--- src/rtl/sha256_pkg.sv ---
// sha256_pkg
//   Shared constants and types for the sha256 front end of the hash160
//   pipeline: block geometry, the FIPS 180-4 padding constants and the
//   message padder state encoding.
package sha256_pkg;

    localparam int BLOCK_BYTES     = 64;
    localparam int LEN_FIELD_BYTES = 8;
    localparam int LEN_OFFSET      = BLOCK_BYTES - LEN_FIELD_BYTES;  // 56
    localparam logic [7:0] PAD_BYTE = 8'h80;

    // Padder states:
    //   FILL   - accepting message bytes
    //   PAD    - one cycle: 0x80 marker + zero tail (+ length if it fits)
    //   LENBLK - one cycle: all-zero block carrying only the length field
    //   EMIT   - presenting a block to the core, waiting for its ready
    typedef enum logic [1:0] {
        ST_FILL   = 2'd0,
        ST_PAD    = 2'd1,
        ST_LENBLK = 2'd2,
        ST_EMIT   = 2'd3
    } pad_state_e;

    // Byte idx (LEN_OFFSET..BLOCK_BYTES-1) of the big-endian 64-bit length.
    function automatic logic [7:0] len_byte(input logic [63:0] len, input int idx);
        return len[8*(BLOCK_BYTES-1-idx) +: 8];
    endfunction

endpackage

--- src/rtl/sha256_msg_padder.sv ---
// sha256_msg_padder
//   Turns a byte stream (valid/ready/last) into FIPS 180-4 padded 512-bit
//   blocks for the sha256 core: message bytes, a 0x80 marker, zero fill and
//   the 64-bit big-endian message bit length in the last 8 bytes.
//
// Ports
//   clk, rst_n      clock (rising edge), asynchronous active-low reset
//   i_valid/i_data  message byte, transferred when i_valid & o_ready
//   i_last          marks the final byte of the message (qualified by i_valid)
//   o_ready         padder can take a byte (only while filling)
//   o_block         padded block, byte 0 at [511:504], byte 63 at [7:0]
//   o_block_valid   o_block is valid; held with flags until i_block_ready
//   o_block_first   first block of a message (core reloads H0)
//   o_block_last    final block of a message (digest is complete after it)
//   i_block_ready   core accepts o_block
module sha256_msg_padder
    import sha256_pkg::*;
#(
    parameter int LEN_W = 32
) (
    input  logic         clk,
    input  logic         rst_n,
    input  logic         i_valid,
    input  logic [7:0]   i_data,
    input  logic         i_last,
    output logic         o_ready,
    output logic [511:0] o_block,
    output logic         o_block_valid,
    output logic         o_block_first,
    output logic         o_block_last,
    input  logic         i_block_ready
);

    pad_state_e              r_state;
    logic [5:0]              r_ptr;        // next byte slot within the block
    logic [LEN_W-1:0]        r_count;      // message bytes so far (wraps)
    logic                    r_msg_done;   // final message byte received
    logic                    r_pad_done;   // 0x80 marker already placed
    logic                    r_started;    // a block of this message was emitted
    logic                    r_ready;
    logic                    r_valid;
    logic                    r_first;
    logic                    r_last;
    // Ascending packed index so element 0 lands in the top byte of o_block.
    logic [0:BLOCK_BYTES-1][7:0] r_blk;

    logic                    w_xfer;
    logic [63:0]             w_len;
    logic [0:BLOCK_BYTES-1][7:0] w_pad_blk;
    logic [0:BLOCK_BYTES-1][7:0] w_len_blk;

    assign w_xfer = i_valid & r_ready;
    assign w_len  = 64'({r_count, 3'b000});

    assign o_ready       = r_ready;
    assign o_block       = r_blk;
    assign o_block_valid = r_valid;
    assign o_block_first = r_first;
    assign o_block_last  = r_last;

    // Whole-block rewrite images for PAD and LENBLK. Bytes below ptr keep
    // message data, ptr gets the marker, everything above is cleared, and
    // the length overwrites the tail only when it still fits (ptr <= 55).
    always_comb begin
        w_pad_blk = r_blk;
        w_len_blk = '0;
        for (int i = 0; i < BLOCK_BYTES; i++) begin
            if (6'(i) == r_ptr)
                w_pad_blk[i] = PAD_BYTE;
            else if (6'(i) > r_ptr)
                w_pad_blk[i] = 8'h00;
            if (i >= LEN_OFFSET) begin
                if (r_ptr < 6'(LEN_OFFSET))
                    w_pad_blk[i] = len_byte(w_len, i);
                w_len_blk[i] = len_byte(w_len, i);
            end
        end
    end

    always_ff @(posedge clk or negedge rst_n) begin
        if (!rst_n) begin
            r_state    <= ST_FILL;
            r_ptr      <= '0;
            r_count    <= '0;
            r_msg_done <= 1'b0;
            r_pad_done <= 1'b0;
            r_started  <= 1'b0;
            r_ready    <= 1'b0;
            r_valid    <= 1'b0;
            r_first    <= 1'b0;
            r_last     <= 1'b0;
            r_blk      <= '0;
        end else begin
            case (r_state)
                ST_FILL: begin
                    // o_ready is registered, so it comes up one cycle after reset.
                    r_ready <= 1'b1;
                    if (w_xfer) begin
                        r_blk[r_ptr] <= i_data;
                        r_ptr        <= r_ptr + 6'd1;
                        r_count      <= r_count + 1'b1;
                        if (i_last)
                            r_msg_done <= 1'b1;
                        if (r_ptr == 6'(BLOCK_BYTES-1)) begin
                            // Block full of data: emit it, padding follows later.
                            r_state   <= ST_EMIT;
                            r_ready   <= 1'b0;
                            r_valid   <= 1'b1;
                            r_first   <= !r_started;
                            r_last    <= 1'b0;
                            r_started <= 1'b1;
                        end else if (i_last) begin
                            r_state <= ST_PAD;
                            r_ready <= 1'b0;
                        end
                    end
                end

                ST_PAD: begin
                    r_blk      <= w_pad_blk;
                    r_pad_done <= 1'b1;
                    r_state    <= ST_EMIT;
                    r_valid    <= 1'b1;
                    r_first    <= !r_started;
                    r_last     <= (r_ptr < 6'(LEN_OFFSET));
                    r_started  <= 1'b1;
                end

                ST_LENBLK: begin
                    r_blk     <= w_len_blk;
                    r_state   <= ST_EMIT;
                    r_valid   <= 1'b1;
                    r_first   <= !r_started;
                    r_last    <= 1'b1;
                    r_started <= 1'b1;
                end

                ST_EMIT: begin
                    if (i_block_ready) begin
                        r_valid <= 1'b0;
                        r_first <= 1'b0;
                        r_last  <= 1'b0;
                        r_ptr   <= '0;
                        if (r_last) begin
                            // Message complete: arm for the next one.
                            r_state    <= ST_FILL;
                            r_ready    <= 1'b1;
                            r_count    <= '0;
                            r_msg_done <= 1'b0;
                            r_pad_done <= 1'b0;
                            r_started  <= 1'b0;
                        end else if (r_pad_done) begin
                            r_state <= ST_LENBLK;
                        end else if (r_msg_done) begin
                            // Message ended exactly on a block boundary.
                            r_state <= ST_PAD;
                        end else begin
                            r_state <= ST_FILL;
                            r_ready <= 1'b1;
                        end
                    end
                end

                default: begin
                    r_state <= ST_FILL;
                end
            endcase
        end
    end

endmodule

--- config.mk ---
export PLATFORM = sky130hd
export DESIGN_NAME = sha256_msg_padder
export DESIGN_NICKNAME = d
export VERILOG_FILES = /design/src/rtl/sha256_pkg.sv /design/src/rtl/sha256_msg_padder.sv
export SDC_FILE = /design/constraint.sdc
export NUM_CORES = 1
export LEC_CHECK = 0
export CORE_MARGIN = 10
export CORE_UTILIZATION = 46
export CTS_CLUSTER_DIAMETER = 150
export DETAILED_ROUTE_END_ITERATION = 8
export GPL_TIMING_DRIVEN = 0
export HOLD_SLACK_MARGIN = 0.12
export PLACE_DENSITY = 0.74
export SYNTH_ARGS = -nofsm -noshare
export SYNTH_HDL_FRONTEND = slang
export SYNTH_SLANG_ARGS = --single-unit
--- constraint.sdc ---
create_clock -name clk -period 2.9 [get_ports clk]
set_clock_uncertainty 0.15 [all_clocks]
set_input_delay 0.29 -clock clk [delete_from_list [all_inputs] [get_ports clk]]
set_output_delay 0.29 -clock clk [all_outputs]
set_load 0.01 [all_outputs]
==> flow_metrics.tcl <==
set metrics [dict create \
    p_sw_share_pct 43.5 \
    cp-startpoint "r_state[1]$_DFFE_PN0P_" \
    fp.dieH_um 249 \
    rsz0062_at_grt "true" \
    grt_overflow 0 \
    syn_inst 2028 \
    violations "setup timing" \
    synth-seq-area-share_pct 57.8 \
    crit_top_cell "inv_1" \
    clock-root-buffer "clkbuf_16" \
    reg2regPathDepth 7 \
    p_per_area_nw_per_um2 876 \
    dieWidth_um 249 \
    pwr-share-comb_pct 44.2 \
    fin_ws_ns -0.143 \
    syn_area_um2 24200 \
    hpwl_um 83500 \
    switching_power_mw 12.7 \
    grt_pass1_vias 21944 \
    min_period_ns 3.04 \
    cts.sinks 559 \
    path_class "register to register" \
    cts_buffers 58 \
    synth_common_cells "dfrtp_1 (559), a22o_1 (378), clkbuf_1 (110)" \
    intPower_mw 16.5 \
    finalWeightedCongestion 1.02 \
    drt_iter0_markers 2019 \
    crit_path_end_kind "register" \
    yosys.area.top_type "dfrtp_1" \
    first_pass_iters 5 \
    synth-seq-cells 559 \
    routed_wl_um 113000 \
    syn-num-nets 2052 \
    htree_levels 2 \
    seq_power_share_pct 29.7 \
    synth_top_area_share_pct 57.8 \
    synth.most_common_cell "dfrtp_1" \
    start_kind "register" \
    synth.distinct_cells 83 \
    vias 22216 \
    p_clk_share_pct 26.0 \
    nets 2660 \
    core_um2 51700 \
    syn_to_final_growth_pct 37.7 \
    fmax_mhz 329 \
    worst_ep_required_time_ns 3.30 \
    clkLatencyLatePin_ns 0.61 \
    wl_per_cell_um 33.5 \
    tightest_slew_ns 1.17 \
    max-slew-margin-rel_pct 22.2 \
    async_flop_share_pct 100 \
    rr_startpoint "r_state[1]$_DFFE_PN0P_" \
    die_area_um2 62100 \
    post-route-period-util_pct 105 \
    setup_tns_ns -2.00 \
    synth-main-ff-cell "dfrtp_1" \
    crit_slowest_cell "o221ai_1" \
    yosysWarnings 0 \
    cts_tree "built" \
    slowest_delay_ns 0.79 \
    clk_pin_slew_ns 0.06 \
    min_path_type "primary input to asynchronous set/reset pin" \
    drv_slew 0 \
    syn_avg_cell_area_um2 11.9 \
    leakagePower_nw 14.5 \
    status "complete, but fails checks" \
    antenna_left 0 \
    num_io_pins 529 \
    utilization_pct 64.4 \
    drc 0 \
    grt_max_degree 125 \
    cap_violations 0 \
    start_util_pct 46.8 \
    worstPathArrival_ns 3.45 \
    vias_per_cell 6.60 \
    cp_max_fo 10 \
    antenna_found_initial 3 \
    synthTopCellsByArea "dfrtp_1 (58%), a22o_1 (14%), mux2_2 (1.9%), clkbuf_1 (1.7%), a21oi_1 (1.6%)" \
    synth_edf_count 0 \
    path_cells "inv_1, ha_2, clkbuf_4, inv_1, clkbuf_2, o221ai_1, a22o_1" \
    grt_pass1_wl_um 162000 \
    clk_path_buf_depth 3 \
    port_buffers 525 \
    hold_violations 0 \
    rows 83 \
    peakVddDrop_uv 589 \
    track_usage_pct 34.7 \
    drive_gt1_share_pct 14.5 \
    setup_viol 28 \
]
## area by class of cell
class / instances / area [µm²]
fill: 3956 / 18400
sequential: 559 / 14000
multi-input combinational: 1257 / 9930
timing repair buffer: 556 / 5620
clock buffer: 85 / 1670
tap: 680 / 851
buffer: 158 / 805
clock inverter: 22 / 254
inverter: 46 / 183
antenna: 2 / 5.00
## per-stage QoR
stage / hold WS [ns] / cells / instance area [µm²] / setup slack, ns / power [mW]
after detailed placement: 0.190 / 3238 / 30400 / -1.45 / 20.0
after CTS: 0.148 / 3354 / 33100 / 0.0000895 / 28.4
after global placement: 0.319 / 3233 / 30300 / -22.28 / 19.8
after floorplan: -0.156 / 2028 / 24200 / 0.0194 / 14.7
after global routing: 0.181 / 3363 / 33300 / -0.137 / 29.9
final: 0.141 / 3365 / 33300 / -0.143 / 29.2
## worst max-delay path: cells and delay by family (launching register included)
kind                       cells  cell delay, ns
AOI/OAI and AO/OA              2            1.06
DFF                            1            0.40
buffers and inverters          4            1.01
adders and majority gates      1            0.36
## final timing paths
path | to | slack, ns
setup / recovery | o_block[468]$_DFFE_PN0P_ | -0.14
hold / removal | o_block[249]$_DFFE_PN0P_ | 0.14
setup reg to reg | o_block[468]$_DFFE_PN0P_ | -0.14
hold reg to reg | o_block_valid$_DFFE_PN0P_ | 0.33
max in group asynchronous | asynchronous set/reset pin | 0.80
min in group clk | o_ready$_DFFE_PN0P_ | 0.30
## layer usage
layer / global-route usage [%] / part of all wire [%]
met2: 55.3 / 47
met5: 0 / 0.018
met3: 10.1 / 9.8
met1: 43.8 / 39
met4: 14.0 / 4.4
## layout by cell type (no fill, tap or decap), types with 41 or more instances in the layout
cell type | Yosys | final
nor2_1 | 67 | 57
dfrtp_1 | 559 | 557
a21oi_1 | 79 | 73
clkbuf_1 | 110 | 88
nand2_1 | 99 | 94
nand3_1 | 53 | 48
o2bb2ai_1 | 42 | 42
inv_1 | 45 | 43
clkdlybuf4s50_1 | 0 | 524
mux2_2 | 41 | 41
a22o_1 | 378 | 378
clkbuf_16 | 0 | 59
## power groups by stage
stage	Clock (mW)	Sequential, mW	Combinational (mW)
after detailed placement	0	8.81	11.2
after global placement	0	8.82	10.9
final	7.59	8.68	12.9
after global routing	7.98	8.73	13.2
after CTS	7.65	8.67	12.1
after floorplan	0	8.92	5.78
## kinds of logic after synthesis
family	synth area share, %
buffers and inverters	3.66
adders and majority gates	0.569
DFF	57.8
AOI/OAI and AO/OA	24.6
and+or+nand+nor	9.87
muxes	3.46
xor gates and xnor gates	0.0362
## what timing repair did
| item | CTS | global route |
|---|---|---|
| buffers inserted | 14 | 11 |
| hold endpoints to repair | 85 | 0 |
| endpoints found under the setup margin | 521 | 378 |
| pin swaps | 8 | 7 |
| hold buffers | 1 | 0 |
| gates resized for setup | 158 | 59 |
No activity file was read; power rests on OpenSTA's default activity.
==> RTL change: new RTL, config.mk and constraints unchanged <==
`LEN_W`: 32 -> 16.
--- a/src/rtl/sha256_msg_padder.sv
+++ b/src/rtl/sha256_msg_padder.sv
@@ -18,3 +18,3 @@
 #(
-    parameter int LEN_W = 32
+    parameter int LEN_W = 16
 ) (
Function: not settled (the Yosys comparison gave no result); the edit may change what the design does.
==> RTL change against the unedited design <==
The flow still finishes with violations (setup timing). Routed wire length down 6.5%. Setup slack better by 0.074 ns. Synthesized area down 5.8%. Maximum frequency up 2.5%. Sequential cell count down 16. Die area down 5.3%. Cell area down 5.7%. Critical path depth up 1. Power down 2.4%. Sequential share of layout area up 1.2 points. Count of clock-buffer cells in the layout down 3.
==> RTL change: results (changes against the unedited design) <==
[status]
outcome=finished with violations  ; unchanged
violations=setup timing  ; unchanged

[global_routing]
grt_use_total=0.345  ; was 0.347
grt_pass1_wl_um=151000  ; was 162,000 µm
grt_pass1_vias=20500  ; was 21.9k
grt_max_degree=133  ; was 125
antenna_found_initial=6  ; was 3

[clock_tree]
clk_pin_slew_ns=0.06  ; about the same
cts-buffers-inserted=55  ; was 58

[drt]
vias=20600  ; was 22.2k
wl_met3_um=10900  ; was 11,100 µm
m1WireLength_um=41100  ; was 44,000 µm
top_layer=met4  ; was met5
wire_per_inst_um=33.2  ; was 33.5 µm
drt_iter0_drc=2243  ; was 2,019
wl_met2_um=49100  ; was 52,700 µm

[cells_and_area]
drive_gt1_frac=0.136  ; was 0.145
fin_cells=3177  ; was 3,365
fillers=3767  ; was 3,956
final_nets=2490  ; was 2,660

[setup_path]
crit_family=buffers and inverters  ; was compound AO/OA/AOI/OAI gates
slowest_delay_ns=0.41  ; was 0.79 ns

[placed_design]
port_buffers=521  ; was 525
place_inst=3063  ; was 3,238
gp_congestion=1.03  ; was 1.02

[logic_synthesis]
yosys.area_share.adder=0.00604  ; was 0.00569
synth_compound_area_frac=0.250  ; was 0.246
synth_xor_xnor_area_share=0.00500  ; was 0.000362
yosysUniqueCellTypes=88  ; was 83
synth-seq-area-share=0.596  ; was 0.578
synthTopCellsByCount=543 x dfrtp_1, 422 x a22o_1, 121 x nand2_1  ; was 559 x dfrtp_1, 378 x a22o_1, 110 x clkbuf_1
synth.area.top_cells=dfrtp_1 60%, a22o_1 16%, nand2_1 2.0%  ; was dfrtp_1 58%, a22o_1 14%, mux2_2 1.9%
syn_inst=1874  ; was 2,028

[pwr]
ir_worst_vdd_mv=0.667  ; was 0.589 mV
static-leakage-power_nw=13.7  ; was 14.5 nW

[timing]
worst_slew_pin_slew_ns=1.41  ; was 1.17 ns
setup_slack_ns=-0.0693  ; was -0.143 ns
setup_violations=27  ; was 28

[hold_path]
hp-class=in -> async  ; unchanged

RTL change: routing by layer:
metal | GRT usage | vias to the layer above
met5 | 0 | -
li1 | - | 8275
met2 | 0.552 | 1243
met3 | 0.0995 | 236
met4 | 0.125 | 0
met1 | 0.438 | 10900
RTL change: cell type report:
type / instances / area (µm²) / area share
tap: 664 / 831 / 0.0264
antenna: 3 / 7.51 / 0.000239
clock buffer: 82 / 1670 / 0.0532
multi-input combinational: 1173 / 8840 / 0.281
sequential: 543 / 13600 / 0.433
timing repair buffer: 538 / 5430 / 0.173
clock inverter: 19 / 239 / 0.00761
buffer: 137 / 733 / 0.0233
inverter: 18 / 77.6 / 0.00247
RTL change: what timing repair did:
action / in CTS / in global routing
setup endpoints to repair: 502 / 190
pin swaps: 8 / 5
setup buffers: 7 / 5
hold endpoints to repair: 114 / 0
hold buffers: 1 / 0
gates resized for setup: 114 / 40
RTL change: metrics by stage:
stage / hold WS, ns / setup TNS [ns] / setup WS (ns) / power (W) / cell area (µm²)
6_report: 0.240 / -0.435 / -0.0693 / 0.0285 / 31400
5_1_grt: 0.282 / -0.845 / -0.0546 / 0.0292 / 31400
4_1_cts: 0.228 / 0 / 0.00377 / 0.0279 / 31300
3_5_place_dp: 0.292 / -222.44 / -1.13 / 0.0198 / 28900
3_3_place_gp: 0.287 / - / -21.32 / 0.0197 / 28800
2_1_floorplan: -0.156 / 0 / 0.380 / 0.0145 / 22800
RTL change: kinds of logic after synthesis:
kind of cell / count (synthesis)
XOR/XNOR: 13
flip-flops: 543
multiplexers: 32
adder cells (fa/ha/maj): 11
AND/OR/NAND/NOR: 418
buffers and inverters: 158
AO/OA/AOI/OAI: 699
RTL change: path summary, 6_finish.rpt:
kind                                 start      endpoint  slack (ns)  depth (start not counted)
min in group clk                    i_last       o_ready        0.24                          3
worst min register to register   flip-flop     flip-flop        0.33                          2
worst min-delay path                 rst_n  o_block[216]        0.24                          2
worst max-delay path            r_state[1]     flip-flop       -0.07                          8
worst max register to register  r_state[1]     flip-flop       -0.07                          8
max in group asynchronous            rst_n  o_block[121]        0.71                          4
RTL change: power groups by stage:
stage	Clock, W	Sequential, W	Combinational (W)
floorplan	0	0.00865	0.00587
global placement	0	0.00858	0.0111
detailed placement	0	0.00857	0.0112
CTS	0.00751	0.00843	0.0119
global route	0.00780	0.00848	0.0129
finish	0.00746	0.00844	0.0126
